==> src/rtl/cp0_unit_if.sv <==
// CP0 request/response bundle between the pipeline (master) and the
// coprocessor-0 register block (slave).
interface cp0_unit_if;
    logic        read_en;
    logic [4:0]  read_addr;
    logic [31:0] read_data;
    logic        write_en;
    logic [4:0]  write_addr;
    logic [31:0] write_data;
    logic [5:0]  hw_int;
    logic        exc_en;
    logic [4:0]  exc_code;
    logic [31:0] exc_pc;
    logic        exc_delay_slot;
    logic [31:0] exc_badvaddr;
    logic        eret;
    logic [31:0] status;
    logic [31:0] cause;
    logic [31:0] epc;
    logic        int_pending;

    modport master (
        output read_en, read_addr, write_en, write_addr, write_data, hw_int,
               exc_en, exc_code, exc_pc, exc_delay_slot, exc_badvaddr, eret,
        input  read_data, status, cause, epc, int_pending
    );

    modport slave (
        input  read_en, read_addr, write_en, write_addr, write_data, hw_int,
               exc_en, exc_code, exc_pc, exc_delay_slot, exc_badvaddr, eret,
        output read_data, status, cause, epc, int_pending
    );
endinterface

==> src/rtl/cp0_unit.sv <==
// Coprocessor-0 register block: BadVAddr, Count, Compare, Status, Cause, EPC.
// Serves mfc0/mtc0, records exception entry and eret, raises int_pending.
// Build option: define CP0_TIMER_EN to include Count/Compare and the timer
// interrupt; without it those registers read 0 and TI is tied low.
module cp0_unit #(
    parameter int unsigned COUNT_DIV = 2
) (
    input logic       clk,
    input logic       rst,
    cp0_unit_if.slave bus
);
    localparam logic [31:0] STATUS_BEV   = 32'h0040_0000;
    localparam logic [31:0] STATUS_WMASK = 32'h0000_FF03;

    logic [31:0] badvaddr;
    logic [31:0] epc_q;
    logic [7:0]  im;
    logic        exl;
    logic        ie;
    logic        bd;
    logic [4:0]  exc_code_q;
    logic [5:0]  hw_q;
    logic [1:0]  ip_sw;
    logic        ti;
    logic [7:0]  ip;
    logic [31:0] status_val;
    logic [31:0] cause_val;
    logic [31:0] rd_val;
    logic        wr_ok;
    logic        bypass;

    // A COUNT_DIV of 0 is meaningless; this branch is never meant to elaborate.
    if (COUNT_DIV < 1) begin : g_bad_count_div
    end

    // Exceptions and eret cancel a same-cycle mtc0 entirely.
    assign wr_ok  = bus.write_en & ~bus.exc_en & ~bus.eret;
    assign bypass = wr_ok & bus.read_en & (bus.write_addr == bus.read_addr);

`ifdef CP0_TIMER_EN
    localparam int unsigned PW = (COUNT_DIV > 1) ? $clog2(COUNT_DIV) : 1;

    logic [31:0]   count_q;
    logic [31:0]   compare_q;
    logic [PW-1:0] phase;
    logic          ti_q;

    assign ti = ti_q;

    // Divided Count tick, Compare match detection and sticky TI.
    always_ff @(posedge clk) begin
        if (rst) begin
            count_q   <= '0;
            compare_q <= '0;
            phase     <= '0;
            ti_q      <= 1'b0;
        end else begin
            if (wr_ok && bus.write_addr == 5'd9) begin
                count_q <= bus.write_data;
                phase   <= '0;
            end else if (phase == PW'(COUNT_DIV - 1)) begin
                count_q <= count_q + 32'd1;
                phase   <= '0;
            end else begin
                phase <= phase + PW'(1);
            end
            // A Compare write clears TI even when a match lands on the same edge.
            if (wr_ok && bus.write_addr == 5'd11) begin
                compare_q <= bus.write_data;
                ti_q      <= 1'b0;
            end else if (count_q == compare_q) begin
                ti_q <= 1'b1;
            end
        end
    end
`else
    assign ti = 1'b0;
`endif

    assign ip         = {hw_q[5] | ti, hw_q[4:0], ip_sw};
    assign status_val = STATUS_BEV | {16'b0, im, 6'b0, exl, ie};
    assign cause_val  = {bd, ti, 14'b0, ip, 1'b0, exc_code_q, 2'b0};

    assign bus.status      = status_val;
    assign bus.cause       = cause_val;
    assign bus.epc         = epc_q;
    assign bus.int_pending = ie & ~exl & |(ip & im);
    assign bus.read_data   = rd_val;

    // Read mux; a matching mtc0 forwards the post-write (masked) value.
    always_comb begin
        rd_val = '0;
        case (bus.read_addr)
            5'd8:  rd_val = badvaddr;
`ifdef CP0_TIMER_EN
            5'd9:  rd_val = count_q;
            5'd11: rd_val = compare_q;
`endif
            5'd12: rd_val = status_val;
            5'd13: rd_val = cause_val;
            5'd14: rd_val = epc_q;
            default: rd_val = '0;
        endcase
        if (bypass) begin
            case (bus.write_addr)
`ifdef CP0_TIMER_EN
                5'd9:  rd_val = bus.write_data;
                5'd11: rd_val = bus.write_data;
`endif
                5'd12: rd_val = STATUS_BEV | (bus.write_data & STATUS_WMASK);
                5'd13: rd_val = {cause_val[31:10], bus.write_data[9:8], cause_val[7:0]};
                5'd14: rd_val = bus.write_data;
                default: ;
            endcase
        end
        if (!bus.read_en) begin
            rd_val = '0;
        end
    end

    // Status/Cause/EPC/BadVAddr update: exception > eret > mtc0.
    always_ff @(posedge clk) begin
        if (rst) begin
            badvaddr   <= '0;
            epc_q      <= '0;
            im         <= '0;
            exl        <= 1'b0;
            ie         <= 1'b0;
            bd         <= 1'b0;
            exc_code_q <= '0;
            hw_q       <= '0;
            ip_sw      <= '0;
        end else begin
            hw_q <= bus.hw_int;
            if (bus.exc_en) begin
                // Nested exceptions keep the original return address and BD.
                if (!exl) begin
                    epc_q <= bus.exc_delay_slot ? bus.exc_pc - 32'd4 : bus.exc_pc;
                    bd    <= bus.exc_delay_slot;
                end
                exl        <= 1'b1;
                exc_code_q <= bus.exc_code;
                if (bus.exc_code == 5'd4 || bus.exc_code == 5'd5) begin
                    badvaddr <= bus.exc_badvaddr;
                end
            end else if (bus.eret) begin
                exl <= 1'b0;
            end else if (bus.write_en) begin
                case (bus.write_addr)
                    5'd12: begin
                        im  <= bus.write_data[15:8];
                        exl <= bus.write_data[1];
                        ie  <= bus.write_data[0];
                    end
                    5'd13: ip_sw <= bus.write_data[9:8];
                    5'd14: epc_q <= bus.write_data;
                    default: ;
                endcase
            end
        end
    end
endmodule

==> src/flat_wrapper.sv <==
// flat-port wrapper written by rule: the top's interface ports become plain ports
module cp0_unit_flat 
#(
    parameter int unsigned COUNT_DIV = 2
)
  (clk, rst, bus_read_en, bus_read_addr, bus_write_en, bus_write_addr, bus_write_data, bus_hw_int, bus_exc_en, bus_exc_code, bus_exc_pc, bus_exc_delay_slot, bus_exc_badvaddr, bus_eret, bus_read_data, bus_status, bus_cause, bus_epc, bus_int_pending);
  cp0_unit_if bus_i ();
  input logic clk;
  input logic rst;
  input wire logic [$bits(bus_i.read_en)-1:0] bus_read_en;
  input wire logic [$bits(bus_i.read_addr)-1:0] bus_read_addr;
  input wire logic [$bits(bus_i.write_en)-1:0] bus_write_en;
  input wire logic [$bits(bus_i.write_addr)-1:0] bus_write_addr;
  input wire logic [$bits(bus_i.write_data)-1:0] bus_write_data;
  input wire logic [$bits(bus_i.hw_int)-1:0] bus_hw_int;
  input wire logic [$bits(bus_i.exc_en)-1:0] bus_exc_en;
  input wire logic [$bits(bus_i.exc_code)-1:0] bus_exc_code;
  input wire logic [$bits(bus_i.exc_pc)-1:0] bus_exc_pc;
  input wire logic [$bits(bus_i.exc_delay_slot)-1:0] bus_exc_delay_slot;
  input wire logic [$bits(bus_i.exc_badvaddr)-1:0] bus_exc_badvaddr;
  input wire logic [$bits(bus_i.eret)-1:0] bus_eret;
  output wire logic [$bits(bus_i.read_data)-1:0] bus_read_data;
  output wire logic [$bits(bus_i.status)-1:0] bus_status;
  output wire logic [$bits(bus_i.cause)-1:0] bus_cause;
  output wire logic [$bits(bus_i.epc)-1:0] bus_epc;
  output wire logic [$bits(bus_i.int_pending)-1:0] bus_int_pending;
  assign bus_i.read_en = bus_read_en;
  assign bus_i.read_addr = bus_read_addr;
  assign bus_i.write_en = bus_write_en;
  assign bus_i.write_addr = bus_write_addr;
  assign bus_i.write_data = bus_write_data;
  assign bus_i.hw_int = bus_hw_int;
  assign bus_i.exc_en = bus_exc_en;
  assign bus_i.exc_code = bus_exc_code;
  assign bus_i.exc_pc = bus_exc_pc;
  assign bus_i.exc_delay_slot = bus_exc_delay_slot;
  assign bus_i.exc_badvaddr = bus_exc_badvaddr;
  assign bus_i.eret = bus_eret;
  assign bus_read_data = bus_i.read_data;
  assign bus_status = bus_i.status;
  assign bus_cause = bus_i.cause;
  assign bus_epc = bus_i.epc;
  assign bus_int_pending = bus_i.int_pending;
  cp0_unit #(.COUNT_DIV(COUNT_DIV)) u_core (.clk(clk), .rst(rst), .bus(bus_i));
endmodule
==> config.mk <==
export PLATFORM = sky130hd
export DESIGN_NAME = cp0_unit_flat
export DESIGN_NICKNAME = d
export VERILOG_FILES = /design/src/rtl/cp0_unit_if.sv /design/src/rtl/cp0_unit.sv /design/src/flat_wrapper.sv
export SDC_FILE = /design/constraint.sdc
export NUM_CORES = 1
export LEC_CHECK = 0
export ABC_AREA = 1
export BUFFER_PORTS_ARGS = -buffer_cell sky130_fd_sc_hd__buf_2
export CORE_UTILIZATION = 48
export DETAILED_ROUTE_END_ITERATION = 8
export PLACE_DENSITY = 0.8
export SYNTH_ARGS = -nofsm -noshare
export SYNTH_HDL_FRONTEND = slang
export SYNTH_SLANG_ARGS = --single-unit
==> constraint.sdc <==
create_clock -name clk -period 2.7 [get_ports clk]
set_input_delay 0 -clock clk [delete_from_list [all_inputs] [get_ports clk]]
set_output_delay 0 -clock clk [all_outputs]
set_load 0.05 [all_outputs]
# [Word-level counts from Yosys, hierarchy flattened]
# Cells that the tools add are included.
[classes] n_addsub=1 n_mul=0 div_mod_pow=0 magnitude_cmp=0 n_eq_ne=12 shifts=0 muxes=14 n_bitwise=10 reduce_logical=12
[ops] operator="2-to-1 mux 32 bit" count=8
[ops] operator="one-hot mux 32 bit (4 select lines)" count=1
[ops] operator="one-hot mux 32 bit (3 select lines)" count=1
[ops] operator="== test 5 x 4 -> 1 bit (second input constant)" count=7
[ops] operator="subtractor 32 x 3 -> 32 bit (second input constant)" count=1
[ops] operator="AND reduction 4 bit" count=3
[ops] operator="== test 5 x 3 -> 1 bit (second input constant)" count=2
[ops] operator="AND 8 bit" count=1
[ops] operator="OR reduction 8 bit" count=1
[ops] operator="AND 1 bit" count=6
[ops] operator="AND reduction 2 bit" count=3
[ops] operator="nonzero test 3 bit" count=2
[ops] operator="== test 5 bit" count=1
[ops] operator="2-to-1 mux 1 bit" count=4
[ops] operator="inequality test 2 bit (second input constant)" count=2
[ops] operator="nonzero test 2 bit" count=2
[ops] operator="inverter 1 bit" count=3
[ops] operator="logical OR 1 bit" count=1
[totals] reg_bits=88 latch_bits=0 ram_bits=0 mem_bits_ro=0 inputBits=124 elab_cells=58 n_memories=0

# [Logic depth before layout (Yosys ltp)]
# Gate-level depths: netlist of run 1.
[depth] ltp_word=7 depth_mapped=12

# [Worst setup path after synthesis of run 1]
# OpenSTA, ideal clock, no wires.
[synth_timing] path_type="reg-to-output" startpoint="register u_core.im[7]" endpoint="output bus_int_pending" t_arrival_ns=2.153 slack_ns=0.547 stages_incl_launch_ff=5 cell_sequence="dfxtp_1 > inv_1 > o21ai_0 > a221oi_1 > a211oi_1"
[synth_between] elab_chain_cells=3
[synth_rtl] element="start, declared" line_no="cp0_unit.sv:17" rtl="logic [7:0] im;"
[synth_rtl] element="start signal, assigned" line_no="cp0_unit.sv:151" rtl="im <= bus.write_data[15:8];"
[synth_rtl] element="AND 8 bit" line_no="cp0_unit.sv:87" rtl="assign bus.int_pending = ie & ~exl & |(ip & im);"
[synth_rtl] element="OR reduction 8 bit" line_no="cp0_unit.sv:87"
[synth_rtl] element="AND 1 bit" line_no="cp0_unit.sv:87"
[synth_rtl] element="end, declared" line_no="flat_wrapper.sv:26" rtl="output wire logic [$bits(bus_i.int_pending)-1:0] bus_int_pending;"
# Every way passes these cells.

# [Final worst setup path of run 1]
[layout_timing] startpoint="register u_core.exl" endpoint="register u_core.epc_q[1], in the netlist u_core.bus.epc[1]"
[layout_between] elab_chain_cells=2
[layout_rtl] element="start, declared" line_no="cp0_unit.sv:18" rtl="logic exl;"
[layout_rtl] element="start signal, assigned" line_no="cp0_unit.sv:152" rtl="exl <= bus.write_data[1];"
[layout_rtl] element="inequality test 2 bit (no source line)"
[layout_rtl] element="AND reduction 4 bit (no source line)"
[layout_rtl] element="end signal, assigned" line_no="cp0_unit.sv:138" rtl="epc_q <= bus.exc_delay_slot ? bus.exc_pc - 32'd4 : bus.exc_pc;"
[layout_rtl] element="end signal, assigned" line_no="cp0_unit.sv:156" rtl="5'd14: epc_q <= bus.write_data;"
[layout_rtl] element="end, declared" line_no="cp0_unit.sv:16" rtl="logic [31:0] epc_q;"
# Every way passes these cells.
# A chain may end at the register's enable or synchronous reset.

==> flow_summary.toml, run 1 <==
[critical_path]
critical_path_arrival_ns = 2.38
path_class = "reg2reg"
path_max_fanout = 27
r2r_cells = 6
crit_required_ns = 2.94
startpoint_type = "flop"
critPathLaunch = "u_core.exl"
endpoint_kind = "flop"
r2r_start = "u_core.exl"

[yosys]
synth_seq_area_share_pct = 29.75
synth.distinct_cells = 40
synth-async-reset-ratio_pct = 0
synth_area_sq_mm = 0.005922
ys.warnings.count = 0
ys.flop_type = "dfxtp_1"
ys_ff_latch = 88
syn_inst = 955
synth_edf_count = 0
avgSynthCellArea_sq_um = 6.201
synth_top_area_share_pct = 29.75
yosys.area.top_type = "dfxtp_1"
synth.area.top_cells = "dfxtp_1 30%, nand2_1 11%, nor2_1 11%, o21ai_0 8.6%, a21oi_1 7.4%"

[clock_network]
root_buffer = "clkbuf_16"
cts_tree = "done"
htreeDepth = 3
clock-sinks = 88
numCtsBuffers = 9
cts_setup_buffers = 0
clk_latency_ns = 0.36
path_clk_slew_ns = 0.07
cts_buffer_depth = 2

[sta]
finalHoldViolCount = 1
setup_viol = 0
skew_ns = 0.003461
slew_viol_final = 0
fin_crit_ns = 2.140
tightest_slew_ns = 1.091
max_freq_mhz = 467.2
period_share_pct = 79.27
relSlewSlack_pct = 27.21
hold_slack_ns = -0.003593
grt_setup_unrepaired = "no"
finalSetupTns_ns = 0

[drt]
detail-route-antenna-nets = 0
dr.pass1.iters = 5
routed_wl_mm = 22.66
drtIter0Drc = 650
vias = 7527
routedWlPerCell_um = 16.71
drcViolationCount = 0
drt-vias-per-instance = 5.551

[placed_design]
place.gp.congestion = 0.9409
io_buffers = 212
dp.final_hpwl_mm = 16.19
place_area_sq_mm = 0.006890
dpl.cell_count = 1275

[finish]
fin_util_pct = 65.40
diodes = 0
final_cell_area_sq_mm = 0.007855
final_common_cell = "buf_2"
area_delta_synth_final_pct = 32.64
nFillCells = 1120
most-common-layout-cells = "212 x buf_2, 180 x nand2_1, 166 x nor2_1"
nets = 1329
final_cells = 1356
drive_gt1_share_pct = 22.66

[power]
clock_power_share_pct = 36.9
p_sw_share_pct = 35.25
seqPwrFrac_pct = 38.9
p_per_area_mw_per_mm2 = 462.3
p_sw_mw = 1.280
vdd_drop_max_uv = 291.9
p_int_mw = 2.351
cellLeakagePower_nw = 3.865
combPwrFrac_pct = 24.2

[global_route]
grt_pass1_wl_mm = 34.32
antenna_found_initial = 0
grt_pass1_vias = 6629
gr-total-overflow = 0
grt_max_degree = 41
grtUsageTotal_pct = 34.85

[floorplanning]
initial_utilization_pct = 49.30
row_count = 40
die_w_um = 113.1
die_h_um = 113.1
pin_count = 253
die_area_sq_mm = 0.01279
core_sq_mm = 0.01201

[worst_hold_path]
min_path_cells = 3
hp-start = "bus_write_data[15]"
hold_class = "in2reg"

[status]
status = "finished with violations"
violations = "negative hold slack"

[run]
drv_cap = 0
kinds of logic after synthesis:
logic type	Yosys count	share of synthesized area, %
AND/OR/NAND/NOR	438	31.59
AO/OA/AOI/OAI	246	22.95
buffers and inverters	174	14.49
flip-flops	88	29.75
XOR/XNOR	6	0.8874
other	2	0.1268
adder cells (fa/ha/maj)	1	0.2112
layer usage:
metal	up-vias	share of wire, %	wire (um)	track usage, %
li1	3556	-	-	-
met1	3364	39	8932	43.18
met2	522	47	10720	58.98
met3	85	9.0	2033	6.481
met4	0	4.3	973	15.44
met5	-	0	0	0
power groups by stage:
stage | Sequential (mW) | Clock [mW] | Combinational, mW
after global placement | 1.44 | 0 | 0.786
after global routing | 1.42 | 1.39 | 0.938
final | 1.41 | 1.34 | 0.880
after floorplan | 1.58 | 0 | 0.431
after detailed placement | 1.44 | 0 | 0.791
after CTS | 1.41 | 1.35 | 0.867
stage by stage:
| step | worst slack (ns) | power, mW | hold slack (ns) |
|---|---|---|---|
| final | 0.5598 | 3.631 | -0.003593 |
| after floorplan | 0.5466 | 2.015 | 0.1070 |
| after detailed placement | 0.6692 | 2.230 | 0.2084 |
| after CTS | 0.5851 | 3.623 | 0.0001827 |
| after global placement | 0.7092 | 2.226 | 0.2027 |
| after global routing | 0.4480 | 3.748 | 0.02209 |
state kept, by name (all words and copies together), names as in the netlist:
signal and cells:
u_core.ie 1, u_core.exl 1, u_core.im 8, u_core.badvaddr 32, u_core.ip_sw 2, u_core.bus.epc 32
u_core.bd 1, u_core.hw_q 6, u_core.exc_code_q 5
cell type report:
cell class | instances | area [sq um] | area share (%)
clock buffers | 9 | 225.2 | 2.867
well taps | 147 | 183.9 | 2.342
flip-flops and latches | 88 | 1762 | 22.43
inverters | 83 | 311.5 | 3.966
multi-input cells | 731 | 3467 | 44.14
repair buffers | 291 | 1817 | 23.13
clock inverters | 7 | 88.84 | 1.131
Yosys cell counts, types with 3 or more instances:
master and count:
a211oi_1 9, a21oi_1 87, a22o_1 12, a31oi_1 5, buf_2 11, buf_4 45
buf_6 3, clkbuf_1 32, dfxtp_1 88, inv_1 80, inv_2 3, nand2_1 180
nand3_1 45, nand4_1 15, nor2_1 166, nor2_2 9, nor2_4 3, nor3_1 3
o211ai_1 9, o21ai_0 102, o21ai_1 12, o22ai_1 3, or2_2 7, xor2_1 5
final timing paths:
kind | endpoint | slack, ns
hold / removal | u_core.bus.epc[15] | -0.004
setup / recovery | u_core.bus.epc[1] | 0.56
hold reg to reg | u_core.badvaddr[22] | 0.50
setup reg to reg | u_core.bus.epc[1] | 0.56
timing repair:
action,CTS,global route
hold buffers,65,0
hold endpoints to repair,67,0
resized for setup,0,0
critical path, cell delays in order (launching register included):
cell and delay, ns:
dfxtp_1 0.46, nor2_1 0.13, a21oi_4 0.30, inv_2 0.28, o21ai_0 0.24, a31oi_1 0.05, dlygate4sd3_1 0.57
(Power assumes the default switching activity.)
==> inputs of run 2 (changes only) <==
--- a/config.mk
+++ b/config.mk
@@ -5,11 +5,11 @@
 export SDC_FILE = /design/constraint.sdc
 export NUM_CORES = 1
 export LEC_CHECK = 0
-export ABC_AREA = 1
+export ABC_AREA = 0
 export BUFFER_PORTS_ARGS = -buffer_cell sky130_fd_sc_hd__buf_2
-export CORE_UTILIZATION = 48
+export CORE_UTILIZATION = 43
 export DETAILED_ROUTE_END_ITERATION = 8
-export PLACE_DENSITY = 0.8
+export PLACE_DENSITY = 0.77
 export SYNTH_ARGS = -nofsm -noshare
 export SYNTH_HDL_FRONTEND = slang
 export SYNTH_SLANG_ARGS = --single-unit
==> constraint.sdc (replaced) <==
create_clock -name clk -period 1.9 [get_ports clk]
set_input_delay 0 -clock clk [delete_from_list [all_inputs] [get_ports clk]]
set_output_delay 0 -clock clk [all_outputs]
set_load 0.05 [all_outputs]
==> flow_summary.toml, run 2 <==
[critical_path]
path_max_fanout = 8
critical_path_arrival_ns = 1.83
crit_required_ns = 1.90
reg2reg_slack_ns = 0.31
crit_path_top_delay_cell = "and3_1"
endpoint_kind = "output pin"
cp_common_cell = "buf_2"
startpoint_type = "input port"
critPathBufInv = 3
path_delay_family = "simple AND/OR/NAND/NOR gates"
path_cells = "buf_2, and3b_1, and3_1, buf_4, a222oi_1, nor2_1, a221o_1, buf_2"
cpPeakStageDelay_ns = 0.34
path_class = "in2out"

[drt]
routedWlPerCell_um = 18.19
detail-route-antenna-nets = 0
routed_wl_mm = 21.14
drcViolationCount = 0
drtIter0Drc = 723
drt-vias-per-instance = 5.646
vias = 6561
dr.pass1.iters = 8

[finish]
final_cell_area_sq_mm = 0.007883
multi_input_area_sq_mm = 0.003502
most-common-layout-cells = "200 x buf_2, 129 x nand2_1, 87 x dfxtp_1"
final_cells = 1162
seqCellArea_sq_mm = 0.001763
nets = 1113
drive_gt1_share_pct = 31.82
nFillCells = 1056
final_common_cell = "buf_2"
area_delta_synth_final_pct = 43.38

[power]
vdd_drop_max_uv = 618.6
total_power_mw = 5.011
combPwrFrac_pct = 24.7
p_per_area_mw_per_mm2 = 635.6
p_sw_share_pct = 33.33
cellLeakagePower_nw = 3.252
seqPwrFrac_pct = 39.9
p_int_mw = 3.341
clock_power_share_pct = 35.4
p_sw_mw = 1.670

[global_route]
gr-usage-met1_pct = 39.56
antenna_found_initial = 1
gr-usage-met2_pct = 53.61
met3_usage_pct = 7.011
grt_pass1_wl_mm = 32.23
gr-total-overflow = 0
grt_max_degree = 84
grt.busiest_layer = "met2"
grtUsageTotal_pct = 31.74
grt_pass1_vias = 6174

[sta]
setup_ws_ns = 0.06776
period_share_pct = 96.43
slew_viol_final = 0
grt_setup_unrepaired = "yes"
finalHoldViolCount = 0
max_freq_mhz = 545.8
fin_crit_ns = 1.832
setup_viol = 0
skew_ns = 0.004205
finalSetupTns_ns = 0

[placed_design]
place_area_sq_mm = 0.006908
dp_slack_ns = -0.01728
place.gp.congestion = 0.9845
dpl.cell_count = 1082
io_buffers = 212
dp.final_hpwl_mm = 15.16

[yosys]
ys.warnings.count = 0
ys.flop_type = "dfxtp_1"
synth_most_common_cell = "nand2_1"
synth_edf_count = 0
synthXorXnorAreaFrac_pct = 3.983
synth_area_sq_mm = 0.005498
synth.area.top_cells = "dfxtp_1 32%, nand2_1 8.8%, a21oi_1 6.0%, buf_4 5.9%, nor2_1 3.1%"
syn_inst = 712
synth_fa_ha_area_share_pct = 0.2276
synth_top_area_share_pct = 32.04
synth_compound_area_share_pct = 24.83
synth_top_family_by_area = "simple AND/OR/NAND/NOR gates"
synth_seq_area_share_pct = 32.04
synth_mux_area_share_pct = 2.185
avgSynthCellArea_sq_um = 7.722
synth.distinct_cells = 66
synth-async-reset-ratio_pct = 0
yosys.area.top_type = "dfxtp_1"
synthTopCellsByCount = "129 x nand2_1, 88 x dfxtp_1, 66 x a21oi_1, 45 x nor2_1, 43 x buf_4"
ys_ff_latch = 88
yosys.area_share.simple_pct = 26.51

[worst_hold_path]
hold_class = "in2reg"

[floorplanning]
row_count = 40
die_area_sq_mm = 0.01324
die_w_um = 115.1
core_sq_mm = 0.01221
die_h_um = 115.1
initial_utilization_pct = 45.02
pin_count = 253

[run]
drv_cap = 0

[clock_network]
htreeDepth = 3
cts_buffer_depth = 2
clock-sinks = 88
root_buffer = "clkbuf_16"
clk_latency_ns = 0.35
numCtsBuffers = 9
cts_tree = "done"
path_clk_slew_ns = 0.06

[status]
status = "completed"
## run 2: cell count changes after synthesis, moves of 22 or more
cell     previous run  this run
a22oi_1             0        22
inv_1              80         5
nand2_1           180       129
nand3_1            45        16
nor2_1            166        45
o21ai_0           102        14
## run 2: timing repair
| action | in CTS | in global routing |
|---|---|---|
| setup endpoints to repair | 0 | 20 |
| hold buffers | 61 | 0 |
| buffers inserted | 0 | 2 |
| hold endpoints to repair | 62 | 0 |
| resized for setup | 0 | 20 |
## run 2: kinds of logic (layout without fill, tap and decap cells)
group,after synthesis,in the layout
AO/OA/AOI/OAI,196,196
XOR/XNOR,25,25
adder cells (fa/ha/maj),1,1
buffers and inverters,99,342
flip-flops,88,88
multiplexers,12,12
other,2,41
AND/OR/NAND/NOR,289,289
## run 2: worst paths after layout
check / startpoint / end / cells past startpoint
setup / recovery: bus_read_addr[4] / bus_read_data[5] / 8
hold / removal: bus_exc_pc[31] / u_core.bus.epc[31] / 3
setup reg to reg: u_core.exl / u_core.bus.epc[18] / 5
hold reg to reg: u_core.badvaddr[6] / u_core.badvaddr[6] / 2
## run 2: worst register-to-register path: cells and delay by family, from the launching register on
family                 cells  cell delay (ns)
AND/OR/NAND/NOR            2             0.56
AO/OA/AOI/OAI              2             0.46
flip-flops                 1             0.33
buffers and inverters      1             0.16
## run 2: layout make-up
class / instances / share of cell area, %
multi-input cells: 563 / 44.43
well taps: 168 / 2.667
inverters: 7 / 0.3333
repair buffers: 319 / 26.49
flip-flops and latches: 88 / 22.37
clock buffers: 11 / 2.952
diodes: 1 / 0.03175
clock inverters: 5 / 0.7302
## run 2: metrics by stage
| step | utilization [%] | hold slack (ns) |
|---|---|---|
| finish | 64.55 | 0.01172 |
| global route | 64.53 | 0.005867 |
| CTS | 63.94 | 0.004214 |
| global placement | 56.57 | 0.2071 |
| detailed placement | 56.57 | 0.2141 |
| floorplan | - | 0.1282 |
## run 2: layer usage
layer,up-vias,wire (um)
met4,0,599
met2,386,10080
met5,-,0
met1,3039,8648
li1,3073,-
met3,63,1806
## run 2: power by group through the flow
stage	clock, mW	combinational, mW	sequential [mW]
after global routing	1.87	1.31	2.01
final	1.78	1.24	2.00
after global placement	0	1.11	2.04
after floorplan	0	0.578	2.24
after CTS	1.80	1.22	2.00
after detailed placement	0	1.12	2.04
==> inputs of run 3 (changes only) <==
--- a/config.mk
+++ b/config.mk
@@ -7,6 +7,7 @@
 export LEC_CHECK = 0
 export ABC_AREA = 0
 export BUFFER_PORTS_ARGS = -buffer_cell sky130_fd_sc_hd__buf_2
+export CORE_MARGIN = 2
 export CORE_UTILIZATION = 43
 export DETAILED_ROUTE_END_ITERATION = 8
 export PLACE_DENSITY = 0.77
==> flow_summary.toml, run 3 (synthesized netlist as in run 2, its figures left out) <==
[critical_path]
path_class = "in2out"
path_max_fanout = 8
endpoint_kind = "output pin"
cpPeakStageDelay_ns = 0.39
path_cells = "buf_2, and3b_1, and3_1, buf_4, a222oi_1, nor2_1, a221o_1, buf_2"
critical_path_arrival_ns = 1.81
crit_required_ns = 1.90
reg2reg_slack_ns = 0.18
crit_path_top_delay_cell = "a222oi_1"
cp_common_cell = "buf_2"
startpoint_type = "input port"

[global_route]
grt_pass1_wl_mm = 31.76
gr-usage-met1_pct = 38.37
grt_pass1_vias = 6025
gr-usage-met2_pct = 51.52
antenna_found_initial = 0
grt.busiest_layer = "met2"
grt_max_degree = 50
grtUsageTotal_pct = 30.43
met3_usage_pct = 6.591
gr-total-overflow = 0

[sta]
setup_viol = 0
skew_ns = 0.005212
grt_setup_unrepaired = "no"
fin_crit_ns = 1.813
slew_viol_final = 0
period_share_pct = 95.42
tightest_slew_ns = 0.6151
relSlewSlack_pct = 58.99
max_freq_mhz = 551.6
finalHoldViolCount = 0

[drt]
detail-route-antenna-nets = 0
vias = 6517
drt-vias-per-instance = 5.618
dr.pass1.iters = 6
routedWlPerCell_um = 18.35
drcViolationCount = 0
drtIter0Drc = 755
routed_wl_mm = 21.28

[clock_network]
path_clk_slew_ns = 0.06
numCtsBuffers = 9
htreeDepth = 3
cts_buffer_depth = 2
clk_latency_ns = 0.34
root_buffer = "clkbuf_16"
clock-sinks = 88
cts_tree = "done"

[power]
combPwrFrac_pct = 23.9
vdd_drop_max_uv = 574.9
clock_power_share_pct = 37.3
p_sw_share_pct = 32.74
total_power_mw = 5.135
p_sw_mw = 1.681
seqPwrFrac_pct = 38.8
p_per_area_mw_per_mm2 = 656.1
p_int_mw = 3.454
cellLeakagePower_nw = 3.247

[placed_design]
place.gp.congestion = 0.9259
io_buffers = 212
place_area_sq_mm = 0.006910
dp.final_hpwl_mm = 15.31

[floorplanning]
initial_utilization_pct = 43.74
row_count = 41
pin_count = 253
die_area_sq_mm = 0.01371
die_h_um = 117.1
core_sq_mm = 0.01257
die_w_um = 117.1

[finish]
drive_gt1_share_pct = 31.44
multi_input_area_sq_mm = 0.003487
nets = 1107
fin_util_pct = 62.28
final_cell_area_sq_mm = 0.007828
nFillCells = 1107
most-common-layout-cells = "211 x buf_2, 129 x nand2_1, 88 x dfxtp_1"
seqCellArea_sq_mm = 0.001762
area_delta_synth_final_pct = 42.38
final_common_cell = "buf_2"

[run]
drv_cap = 0

[status]
status = "completed"

[worst_hold_path]
hold_class = "in2reg"
-- run 3: worst max-delay path, delay by kind of cell --
family          cells  cell delay, ns
simple gates        3            0.60
buf+inv             3            0.56
compound gates      2            0.65
-- run 3: timing repair --
item | 4_1_cts | 5_1_grt
setup buffers | 0 | 0
endpoints found under the setup margin | 0 | 3
hold buffers | 59 | 0
resized for setup | 0 | 3
hold endpoints to repair | 60 | 0
-- run 3: path summary, 6_finish.rpt --
| path | startpoint | endpoint | cells past startpoint |
|---|---|---|---|
| setup / recovery | bus_read_addr[3] | bus_read_data[5] | 8 |
| hold / removal | bus_exc_pc[22] | u_core.bus.epc[22] | 3 |
| setup reg to reg | u_core.exl | u_core.bus.epc[26] | 7 |
| hold reg to reg | u_core.badvaddr[8] | u_core.badvaddr[8] | 2 |
-- run 3: power by group through the flow --
| stage | combinational, mW | sequential (mW) | clock [mW] |
|---|---|---|---|
| 2_1_floorplan | 0.578 | 2.24 | 0 |
| 3_3_place_gp | 1.10 | 2.03 | 0 |
| 3_5_place_dp | 1.11 | 2.03 | 0 |
| 4_1_cts | 1.21 | 1.99 | 1.93 |
| 5_1_grt | 1.30 | 2.00 | 2.02 |
| 6_report | 1.23 | 1.99 | 1.91 |
-- run 3: area by class of cell --
type / instances / area share (%)
Antenna cell: 2 / 0.06394
Multi-Input combinational cell: 563 / 44.55
Timing Repair Buffer: 313 / 25.85
Sequential cell: 88 / 22.51
Clock inverter: 6 / 1.071
Inverter: 7 / 0.3357
Clock buffer: 9 / 2.877
Tap cell: 172 / 2.749
-- run 3: routing by layer --
metal  vias up  wire [um]
li1       3061          -
met2       350      10430
met1      3046       8728
met5         -          0
met4         0        523
met3        60       1605
-- run 3: per-stage QoR --
step | setup WS [ns] | hold WS (ns) | TNS (ns) | std cells
after floorplan | -0.1037 | 0.1282 | -0.5171 | 750
after global placement | 0.1061 | 0.2082 | 0 | 1084
after detailed placement | 0.05173 | 0.2130 | 0 | 1084
after CTS | 0.08202 | 0.003016 | 0 | 1158
after global routing | 0.001376 | 0.02388 | 0 | 1158
final | 0.08707 | 0.01620 | 0 | 1160
